**src/rtl/sa_sched.sv**
```systemverilog
// Tile sequencer for the SA_CORE systolic array: skewed per-row operand reads, result drain.
// Latency: operands start the cycle after command accept; tile takes >= klen + 2*ROWS cycles.
// Backpressure: one command at a time (cmd_ready only in IDLE); drain stalls on res_ready=0.
//
// Ports:
//   clk, rstn            clock, async active-low reset
//   cmd_valid/ready/klen tile command handshake, klen legal in 1..K_MAX
//   lane_en, lane_addr   per-row operand buffer read enable / packed address (row r at [r*AW +: AW])
//   inpvalid             operands valid at SA_CORE inputs (high for the whole feed phase)
//   rvalid               per-row result valid from SA_CORE
//   outread, res_valid   result pop to SA_CORE / result word offered downstream (identical)
//   res_ready            downstream accepts a result word
//   busy, done, err      not idle / tile-complete pulse / illegal command or drain-timeout pulse
module sa_sched #(
  parameter  int ROWS    = 8,
  parameter  int K_MAX   = 256,
  parameter  int TIMEOUT = 1024,
  localparam int KW      = $clog2(K_MAX + 1),
  localparam int AW      = $clog2(K_MAX)
) (
  input  logic               clk,
  input  logic               rstn,
  input  logic               cmd_valid,
  output logic               cmd_ready,
  input  logic [KW-1:0]      cmd_klen,
  output logic [ROWS-1:0]    lane_en,
  output logic [ROWS*AW-1:0] lane_addr,
  output logic               inpvalid,
  input  logic [ROWS-1:0]    rvalid,
  output logic               outread,
  output logic               res_valid,
  input  logic               res_ready,
  output logic               busy,
  output logic               done,
  output logic               err
);

  localparam int TMW = $clog2(TIMEOUT + 1);
  localparam int NW  = (ROWS > 1) ? $clog2(ROWS) : 1;

  typedef enum logic [1:0] {
    S_IDLE  = 2'd0,
    S_FEED  = 2'd1,
    S_WAIT  = 2'd2,
    S_DRAIN = 2'd3
  } state_t;

  state_t         state;
  logic [KW:0]    t;      // one bit wider than klen so klen+ROWS-2 cannot wrap
  logic [KW:0]    klen;
  logic [TMW-1:0] tmo;
  logic [NW-1:0]  n;
  logic           err_q;

  logic cmd_legal;
  logic feed_last;
  logic pop;
  logic last_pop;

  assign cmd_legal = (cmd_klen != '0) && (32'(cmd_klen) <= 32'(K_MAX));
  assign feed_last = (32'(t) == 32'(klen) + 32'(ROWS) - 32'd2);
  assign pop       = (state == S_DRAIN) && res_ready && (&rvalid);
  assign last_pop  = pop && (32'(n) == 32'(ROWS - 1));

  always_ff @(posedge clk or negedge rstn) begin
    if (!rstn) begin
      state <= S_IDLE;
      t     <= '0;
      klen  <= '0;
      tmo   <= '0;
      n     <= '0;
      err_q <= 1'b0;
    end else begin
      err_q <= 1'b0;
      case (state)
        S_IDLE: begin
          if (cmd_valid) begin
            if (cmd_legal) begin
              klen  <= {1'b0, cmd_klen};
              t     <= '0;
              state <= S_FEED;
            end else begin
              err_q <= 1'b1;
            end
          end
        end
        S_FEED: begin
          if (feed_last) begin
            tmo   <= '0;
            state <= S_WAIT;
          end else begin
            t <= t + 1'b1;
          end
        end
        S_WAIT: begin
          // All-rows-valid wins over a timeout landing in the same cycle.
          if (&rvalid) begin
            n     <= '0;
            state <= S_DRAIN;
          end else if (32'(tmo) == 32'(TIMEOUT - 1)) begin
            err_q <= 1'b1;
            state <= S_IDLE;
          end else begin
            tmo <= tmo + 1'b1;
          end
        end
        S_DRAIN: begin
          if (pop) begin
            if (last_pop) state <= S_IDLE;
            else          n     <= n + 1'b1;
          end
        end
        default: state <= S_IDLE;
      endcase
    end
  end

  // Row r sees the same operand stream as row 0, delayed by r cycles.
  always_comb begin
    lane_en   = '0;
    lane_addr = '0;
    if (state == S_FEED) begin
      for (int r = 0; r < ROWS; r++) begin
        if ((32'(t) >= 32'(r)) && (32'(t) < 32'(klen) + 32'(r))) begin
          lane_en[r]             = 1'b1;
          lane_addr[r*AW +: AW]  = AW'(32'(t) - 32'(r));
        end
      end
    end
  end

  assign cmd_ready = (state == S_IDLE);
  assign busy      = (state != S_IDLE);
  assign inpvalid  = (state == S_FEED);
  assign outread   = pop;
  assign res_valid = pop;
  assign done      = last_pop;
  assign err       = err_q;

endmodule

```
**config.mk**
```make
export PLATFORM = sky130hd
export DESIGN_NAME = sa_sched
export DESIGN_NICKNAME = d
export VERILOG_FILES = /design/src/rtl/sa_sched.sv
export SDC_FILE = /design/constraint.sdc
export NUM_CORES = 1
export LEC_CHECK = 0
export ABC_AREA = 1
export ABC_CLOCK_PERIOD_IN_PS = 5800
export BUFFER_PORTS_ARGS = -buffer_cell sky130_fd_sc_hd__buf_2
export CORE_MARGIN = 4
export CORE_UTILIZATION = 50
export CTS_BUF_LIST = sky130_fd_sc_hd__clkbuf_8
export DETAILED_ROUTE_END_ITERATION = 16
export GPL_TIMING_DRIVEN = 1
export PLACE_DENSITY_LB_ADDON = 0.12
export SETUP_SLACK_MARGIN = 0.2
export SLEW_MARGIN = 20
export SYNTH_ARGS = -nofsm -noshare
export SYNTH_HDL_FRONTEND = slang
export SYNTH_SLANG_ARGS = --single-unit
export TNS_END_PERCENT = 50
```
**constraint.sdc**
```tcl
create_clock -name clk -period 5.8 [get_ports clk]
set_input_delay 0.29 -clock clk [delete_from_list [all_inputs] [get_ports clk]]
set_output_delay 0.29 -clock clk [all_outputs]
set_load 0.1 [all_outputs]
```
=== After elaboration in Yosys (flattened, before gate mapping) ===
Index checks and enable logic that the tools add are counted.

* Mux-type cells: 43
* $lt $le $gt $ge: 16
* Equal/unequal tests: 17
* Reduce and logical (&&, ||, !) cells: 23
* Add/subtract/negate cells: 19

{| class="wikitable"
|+ Operator list
! kind !! number
|-
| 8-bit two-way mux || 9
|-
| 10-bit less-than comparator || 7
|-
| 64-bit two-way mux || 1
|-
| 9-bit by 3-bit adder with 10-bit output (second input constant) || 4
|-
| 10-bit by 3-bit greater-or-equal comparator with 1-bit output (second input constant) || 4
|-
| 11-bit two-way mux || 3
|-
| 10-bit by 32-bit equality test with 1-bit output || 1
|-
| 8-bit by 3-bit subtractor with 8-bit output (second input constant) || 4
|-
| 10-bit two-way mux || 3
|-
| 11-bit one-hot mux with 2 select lines || 1
|-
| 9-bit by 2-bit adder with 10-bit output (second input constant) || 2
|-
| 10-bit by 2-bit greater-or-equal comparator with 1-bit output (second input constant) || 2
|-
| 10-bit one-hot mux with 2 select lines || 1
|-
| 2-bit inequality test (second input constant) || 8
|-
| 8-bit by 2-bit subtractor with 8-bit output (second input constant) || 2
|-
| 2-bit two-way mux || 7
|-
| 1-bit two-way mux || 12
|-
| 4-bit AND reduction || 3
|-
| 11-bit by 1-bit adder with 11-bit output (second input constant) || 1
|-
| 11-bit by 10-bit equality test with 1-bit output (second input constant) || 1
|-
| 1-bit logical AND || 11
|-
| 10-bit by 2-bit subtractor with 11-bit output (second input constant) || 1
|-
| 10-bit by 1-bit adder with 10-bit output (second input constant) || 1
|-
| 9-bit by 1-bit adder with 10-bit output (second input constant) || 1
|-
| 21 further kinds || 28
|}

* Word-level logic and storage cells: 124
* Register bits after elaboration: 36

=== Depth between registers and ports, before layout ===
Gate-level depths: netlist (run 1).

* Depth in word-level cells: 7
* Mapped depth: 17

=== Worst setup path before layout (run 1) ===
Ideal clock, no wire load.

* Kind: register to output
* Start point: reg klen[6]
* End point: out lane_addr[32]
* Path buffers: 1
* Cell stages (with the launch flop): 13
* Data arrival time: 3.963 ns
* Slack: 1.547 ns
* Cells stage by stage: dfrtp_1 buf_2 nand2_1 nor2_1 inv_1 nor2_1 nand2_1 ha_1 nand2_1 inv_1 nor3_1 o211ai_1 nor3_1

* Longest elaborated chain between the ends: 5

{| class="wikitable"
|+ RTL lines
! element !! line !! source
|-
| start: declaration || 50 || <nowiki>logic [KW:0] klen;</nowiki>
|-
| start signal: assignment || 79 || <nowiki>klen <= {1'b0, cmd_klen};</nowiki>
|-
| 9-bit by 3-bit adder with 10-bit output || 124 || <nowiki>if ((32'(t) >= 32'(r)) && (32'(t) < 32'(klen) + 32'(r))) begin</nowiki>
|-
| 10-bit less-than comparator || 124 ||
|-
| 1-bit logical AND || 124 ||
|-
| 8-bit two-way mux || 124 ||
|-
| 64-bit two-way mux || 122 || <nowiki>if (state == S_FEED) begin</nowiki>
|-
| end: declaration || 27 || <nowiki>output logic [ROWS*AW-1:0] lane_addr,</nowiki>
|}

Every way passes these cells.

=== Final worst setup path (run 1) ===
* Start point: reg klen[1]
* End point: out lane_addr[59]

Same word-level chain as after synthesis.

==> results of run 1 <==
cell usage in the layout (no fill, tap or decap), types with 3 or more instances in the layout:
cell and instances:
a21oi_1 46, a31oi_1 3, buf_2 99, clkbuf_8 5
clkinv_1 4, dfrtp_1 36, ha_1 94, inv_1 65
inv_2 9, nand2_1 180, nand2_2 10, nand3_1 30
nand3_2 4, nand4_1 17, nor2_1 135, nor2_2 6
nor3_1 27, o211ai_1 4, o21ai_0 28, o21ai_1 12
xnor2_1 7, xor2_1 51
synthesized netlist by cell type, types with 2 or more instances:
library cell and number:
a21oi_1 46, a31oi_1 3, buf_2 4, buf_4 2
buf_6 5, clkbuf_1 5, clkinv_1 4, dfrtp_1 36
ha_1 94, inv_1 65, inv_2 9, mux2_2 2
nand2_1 180, nand2_2 10, nand3_1 30, nand3_2 4
nand4_1 17, nor2_1 135, nor2_2 6, nor3_1 27
nor3_2 2, o211ai_1 4, o21ai_0 28, o21ai_1 12
o21bai_1 2, xnor2_1 7, xor2_1 51
per-stage QoR:
step	hold WS [ps]	setup WS [ps]	area, um2
final	77.3	1720	6100
after floorplan	-5.59	1550	5420
after global placement	425	2280	5990
after global routing	145	1360	6100
after detailed placement	425	2120	5990
after CTS	107	1780	6100
routing by layer:
metal | GRT usage | vias to the layer above | share of wire
met2 | 0.440 | 192 | 0.47
met5 | 0 | - | 0
met1 | 0.359 | 2681 | 0.45
met4 | 0.0705 | 0 | 0.023
li1 | - | 2849 | -
met3 | 0.0194 | 26 | 0.053
cell families after synthesis:
| family | count (synthesis) |
|---|---|
| xor+xnor | 58 |
| mux | 2 |
| compound gates | 102 |
| flops | 36 |
| fa+ha+maj | 94 |
| buf+inv | 96 |
| simple gates | 422 |
worst max-delay path by stage:
stage,end,cells after the start
final,lane_addr[59],17
after detailed placement,lane_addr[59],17
after global routing,lane_addr[59],17
after global placement,lane_addr[59],17
after floorplan,lane_addr[32],12
after CTS,lane_addr[59],17
flip-flops by register name, indices dropped and copies added, names as in the netlist:
name / flops
err: 1
n: 3
klen: 9
state: 2
t: 10
tmo: 11
layout make-up:
type,instances,area [um2]
Timing Repair Buffer,101,510
Multi-Input combinational cell,678,4100
Inverter,80,308
Sequential cell,36,901
Clock inverter,3,42.5
Fill cell,1027,4320
Clock buffer,5,68.8
Tap cell,136,170
power by group:
| group | internal [mW] | switching, mW | total (mW) |
|---|---|---|---|
| registers | 0.254 | 0.0182 | 0.273 |
| clock network | 0.127 | 0.0927 | 0.220 |
| logic | 0.0494 | 0.0914 | 0.141 |
| total | 0.431 | 0.202 | 0.633 |
==> results by group, run 1 <==
Run status
  • Outcome: completed

Clocking
  • Clock root buffer: clkbuf_8
  • Clock Path Buffers: 2
  • # Post-CTS Setup Buffers: 0
  • CTS tree: yes
  • Htree depth: 2
  • Hold-fix buffers, CTS: 0
  • CTS Buf Count: 5
  • Worst-Skew Late Latency: approximately 290 ps
  • Clock Sinks: 36
  • CTS resizes: 0
  • Worst-path clk slew: about 80 ps

Route
  • Total wire length: approximately 17 mm
  • Detail Route Antenna Nets: 0
  • Residual DRC: 0
  • DR WL/cell: approximately 16 um
  • DRT Pass-1 Iters: 5
  • Via Count: around 5700
  • 1st-iter DRT viols: around 370
  • Via density: 5.53

Placed design
  • Dpl hpwl: about 13 mm
  • RePlAce Congestion: just under 1
  • IO Port Bufs: around 100
  • # placed instances: between 1000 and 1500

Global routing
  • First-pass GRT wire length: 27.2 mm
  • GRT overflow: 0
  • Total GRT Usage: 0.260
  • Largest net degree at the start of global routing: 37
  • Vias in the first global route: between 5000 and 6000
  • Initial antenna violation count: 0

Synth
  • Synth async-reset ratio: 1.00
  • Mux cell area share after synthesis: 0.00416
  • Largest family of logic cells by synthesized area: simple AND/OR/NAND/NOR gates
  • Cell taking the most area after synthesis: ha_1
  • Synth area leaders: ha_1 (22%), dfrtp_1 (17%), nand2_1 (12%)
  • Post-Synth Simple-Gate Area: 0.341
  • Synthesized area per cell: between 6 and 7 um2
  • Synthesized cell area: approximately 5400 um2
  • Main flop type after synthesis: dfrtp_1
  • Syn_nets: about 900
  • Synthesized flop and latch total: 36
  • Synth Instances: 810
  • Synthesized-area fraction occupied by adder cells: 0.217
  • Complex-gate fraction of the synthesized area: 0.101
  • Synth unique cells: 47
  • Post-synth EDFFs: 0
  • Total number of yosys warnings: 0
  • Area share of the largest cell type after synthesis: 0.217
  • Sequential share of the synthesized area: 0.166
  • Xor and xnor area share after synthesis: 0.0938

STA
  • Final worst path period share: 0.703
  • Worst Skew: 4.07 ps
  • Slew headroom: 0.253
  • Max Transition Viols Final: 0
  • TNS Setup: 0 ps
  • Min Tclk post-route: about 4100 ps
  • Final setup vio count: 0
  • Final Hold Violating Endpoints: 0
  • Max Fclk: 0.245 GHz
  • Worst slew pin tran: between 1000 and 1500 ps
  • Unrepaired setup endpoints after global routing: no

Setup path
  • Crit-path cells: clkinv_1, ha_1, inv_1, nand2_1, o21ai_0, inv_1, nor2_1, nand2_1, nand2_1, o21ai_0, ha_1, a21oi_1, o21ai_0, a21oi_1, nand4_2, nor2_1, buf_2
  • Crit path max-delay family: buffers and inverters
  • Worst setup path class: reg -> out
  • Largest stage delay, worst path: 460 ps
  • Worst R2R Setup Slack: around 2600 ps
  • Bufs and invs on worst path: 4
  • CP required: about 5500 ps
  • Critical Path AT: 3790 ps
  • Worst-path maximum fanout: 12
  • Endpoint type of the worst setup path: output port
  • Worst setup startpoint: klen[1]
  • Critical path startpoint category: register
  • R2R Path Start: klen[6]
  • RR Endpoint: t[5]
  • FF-to-FF path depth: 12
  • CP max-delay cell: dfrtp_1

Layout
  • Layout cells sized above 1: 0.166
  • Final core utilization: 0.586
  • N_diodes: 0
  • Layout Cells excl Fill: ~1000
  • Area Growth Syn to Fin: 12.6%
  • Nets: just over 1000

Floorplanning
  • Die Y-Extent: between 100 and 150 um
  • IO Count: 100
  • Initial Util: 0.520
  • Die area: around 13000 um2
  • Die X: 112 um
  • Core box area: ~10000 um2
  • Row cnt: 37

Power and ir drop
  • Cell leakage power: 3.24 nW
  • Peak supply drop: 133 uV
  • Pwr per Cell Area: a little over 100 nW/um2
  • Power after layout: between 0.6 and 0.7 mW

Worst hold path
  • Hold WC Path Type: in -> async

Flow run
  • Number of max-cap violations: 0
(Power assumes the default switching activity.)
==> run 2: changes to the inputs <==
--- a/config.mk
+++ b/config.mk
@@ -5,8 +5,8 @@
 export SDC_FILE = /design/constraint.sdc
 export NUM_CORES = 1
 export LEC_CHECK = 0
-export ABC_AREA = 1
-export ABC_CLOCK_PERIOD_IN_PS = 5800
+export ABC_AREA = 0
+export ABC_CLOCK_PERIOD_IN_PS = 4200
 export BUFFER_PORTS_ARGS = -buffer_cell sky130_fd_sc_hd__buf_2
 export CORE_MARGIN = 4
 export CORE_UTILIZATION = 50
==> constraint.sdc (replaced) <==
create_clock -name clk -period 4.2 [get_ports clk]
set_input_delay 0.21 -clock clk [delete_from_list [all_inputs] [get_ports clk]]
set_output_delay 0.21 -clock clk [all_outputs]
set_load 0.1 [all_outputs]
==> results by group, run 2 <==
Run status
  • Outcome: completed

Layout
  • Number of flip-flops in the largest register: 11
  • Most frequent cells in the layout: ha_1 (93), nor2_1 (88), buf_2 (75)
  • Nets: between 800 and 900
  • # fillers: around 1000
  • Sequential standard cell area: approximately 900 um2
  • Multi-input gate area: ~4200 um2
  • Commonest non-fill, non-tap cell in the layout: ha_1
  • Layout cells sized above 1: 0.221
  • Reg with most FFs: tmo
  • Area Growth Syn to Fin: 16.8%
  • N_diodes: 0
  • Largest regs: tmo x11, t x10, klen x9

Setup path
  • RR Endpoint: tmo[8]
  • Stages on the worst setup path: 13
  • Critical path startpoint category: register
  • Worst R2R Setup Slack: 650 ps
  • Critical Path AT: approximately 3700 ps
  • Largest stage delay, worst path: just over 500 ps
  • FF-to-FF path depth: 10
  • Crit-path cells: inv_1, ha_1, a21oi_1, nor3_1, xnor2_1, ha_1, a21o_1, a21o_1, a2111oi_0, o31ai_1, buf_4, nor2_1, clkbuf_4
  • Crit path max-delay family: compound AO/OA/AOI/OAI gates
  • CP max-delay cell: dfrtp_1
  • CP required: 3990 ps
  • Worst-path maximum fanout: 9
  • Endpoint type of the worst setup path: output port
  • Worst setup path class: reg -> out
  • Bufs and invs on worst path: 3
  • R2R Path Start: klen[7]

Flow run
  • Number of max-cap violations: 0

Global routing
  • First-pass GRT wire length: around 27 mm
  • Initial antenna violation count: 0
  • Vias in the first global route: about 5400
  • Layer with the highest usage: met2
  • Largest net degree at the start of global routing: 37
  • Met2 Usage GRT: 0.447
  • Met3 Use GR: 0.0355
  • GRT overflow: 0
  • Met1 usage: 0.329
  • Total GRT Usage: 0.261

Synth
  • Synth async-reset ratio: 1.00
  • Synth cell count leaders: nor2_1 (95), ha_1 (94), xnor2_1 (71), nand2_1 (69)
  • Sequential share of the synthesized area: 0.169
  • Synthesized area per cell: between 7 and 8 um2
  • Main flop type after synthesis: dfrtp_1
  • Synthesized cell area: approximately 5300 um2
  • Area share of the largest cell type after synthesis: 0.221
  • Post-synth EDFFs: 0
  • Syn_nets: 799
  • Most frequent cell after synthesis: nor2_1
  • Cell taking the most area after synthesis: ha_1
  • Synthesized flop and latch total: 36
  • Synth Instances: between 600 and 700
  • Synth unique cells: between 60 and 70
  • Synth area leaders: ha_1 (22%), dfrtp_1 (17%), xnor2_1 (12%)
  • Total number of yosys warnings: 0

Placed design
  • Pre-CTS setup slack: 423 ps
  • RePlAce Congestion: a little over 0.9
  • IO Port Bufs: around 100
  • Dpl hpwl: 12.8 mm

Route
  • Detail Route Antenna Nets: 0
  • Via density: about 5.8
  • DR WL/cell: 18.0 um
  • Residual DRC: 0
  • DRT Pass-1 Iters: 5
  • Total wire length: 16.5 mm
  • 1st-iter DRT viols: ~240
  • Via Count: 5299

Clocking
  • Clock Path Buffers: 2
  • Htree depth: 2
  • Clock Sinks: 36
  • Worst-path clk slew: about 80 ps
  • CTS Buf Count: 5
  • Worst-Skew Late Latency: roughly 280 ps
  • CTS tree: yes
  • Clock root buffer: clkbuf_8
  • Hold-fix buffers, CTS: 0

STA
  • Max Fclk: roughly 0.26 GHz
  • Max Transition Viols Final: 0
  • Slew headroom: 0.349
  • Unrepaired setup endpoints after global routing: no
  • Final Hold Violating Endpoints: 0
  • Worst slew pin tran: a little under 1000 ps
  • Final worst path period share: 0.926
  • Min Tclk post-route: 3890 ps
  • Final setup vio count: 0
  • Worst Skew: ~3.9 ps
  • Setup ws final: 312 ps

Floorplanning
  • Initial Util: 0.514
  • Die X: approximately 110 um
  • Row cnt: 37
  • Die area: approximately 12000 um2
  • IO Count: 100
  • Die Y-Extent: 111 um
  • Core box area: about 10000 um2

Worst hold path
  • Hold WC Path Type: in -> async
[run 2: timing repair]
item / CTS / global route
pin swaps: 0 / 1
endpoints found under the setup margin: 17 / 45
gates cloned: 0 / 0
resized for setup: 8 / 21
endpoints found under the hold margin: 0 / 0
buffers inserted: 0 / 1
[run 2: layer usage]
layer | routed length (um) | vias up
li1 | - | 2557
met1 | 7180 | 2551
met2 | 7960 | 155
met3 | 748 | 36
met4 | 600 | 0
met5 | 0 | -
[run 2: cell type report]
class	count	area share
sequential	36	0.145
tap	136	0.0274
timing repair buffer	123	0.118
clock inverter	2	0.00161
inverter	43	0.0260
multi-input combinational	572	0.668
clock buffer	6	0.0133
[run 2: how the worst max path moves through the flow]
stage / from / to / slack (ps)
floorplan: klen[8] / lane_addr[5] / -120
global placement: klen[1] / lane_addr[56] / 540
detailed placement: klen[1] / lane_addr[56] / 420
CTS: klen[1] / lane_addr[60] / 140
global route: klen[1] / lane_addr[60] / 190
finish: klen[1] / lane_addr[30] / 310
[run 2: kinds of logic after synthesis]
family | count (synthesis) | synth area share
multiplexers | 4 | 0.00799
flip-flops | 36 | 0.169
XOR/XNOR | 85 | 0.140
AO/OA/AOI/OAI | 107 | 0.151
adder cells (fa/ha/maj) | 94 | 0.221
buffers and inverters | 76 | 0.0583
AND/OR/NAND/NOR | 282 | 0.253
[run 2: worst register-to-register path, cell delays in order, from the launching register on]
cell and delay, ps:
dfrtp_1 560, clkinv_1 350, nor4_1 350, buf_4 190
nand2b_1 70, ha_1 310, nand4_1 330, nor4_1 560
nand2_1 250, and2_1 220, mux2_2 250
[run 2: stage by stage]
step	hold WS, ps	cells	TNS, ps	util	cell area [um2]
global route	67.1	918	0	0.600	6220
finish	13.7	918	0	0.600	6220
CTS	41.0	917	0	0.594	6160
floorplan	-85.6	684	-352	-	5360
global placement	350	909	0	0.583	6050
detailed placement	350	909	0	0.583	6050
Power of run 2 is left out: the tool's default activity adds up to more than one toggle a clock period on the data nets, which glitch-free logic cannot reach.
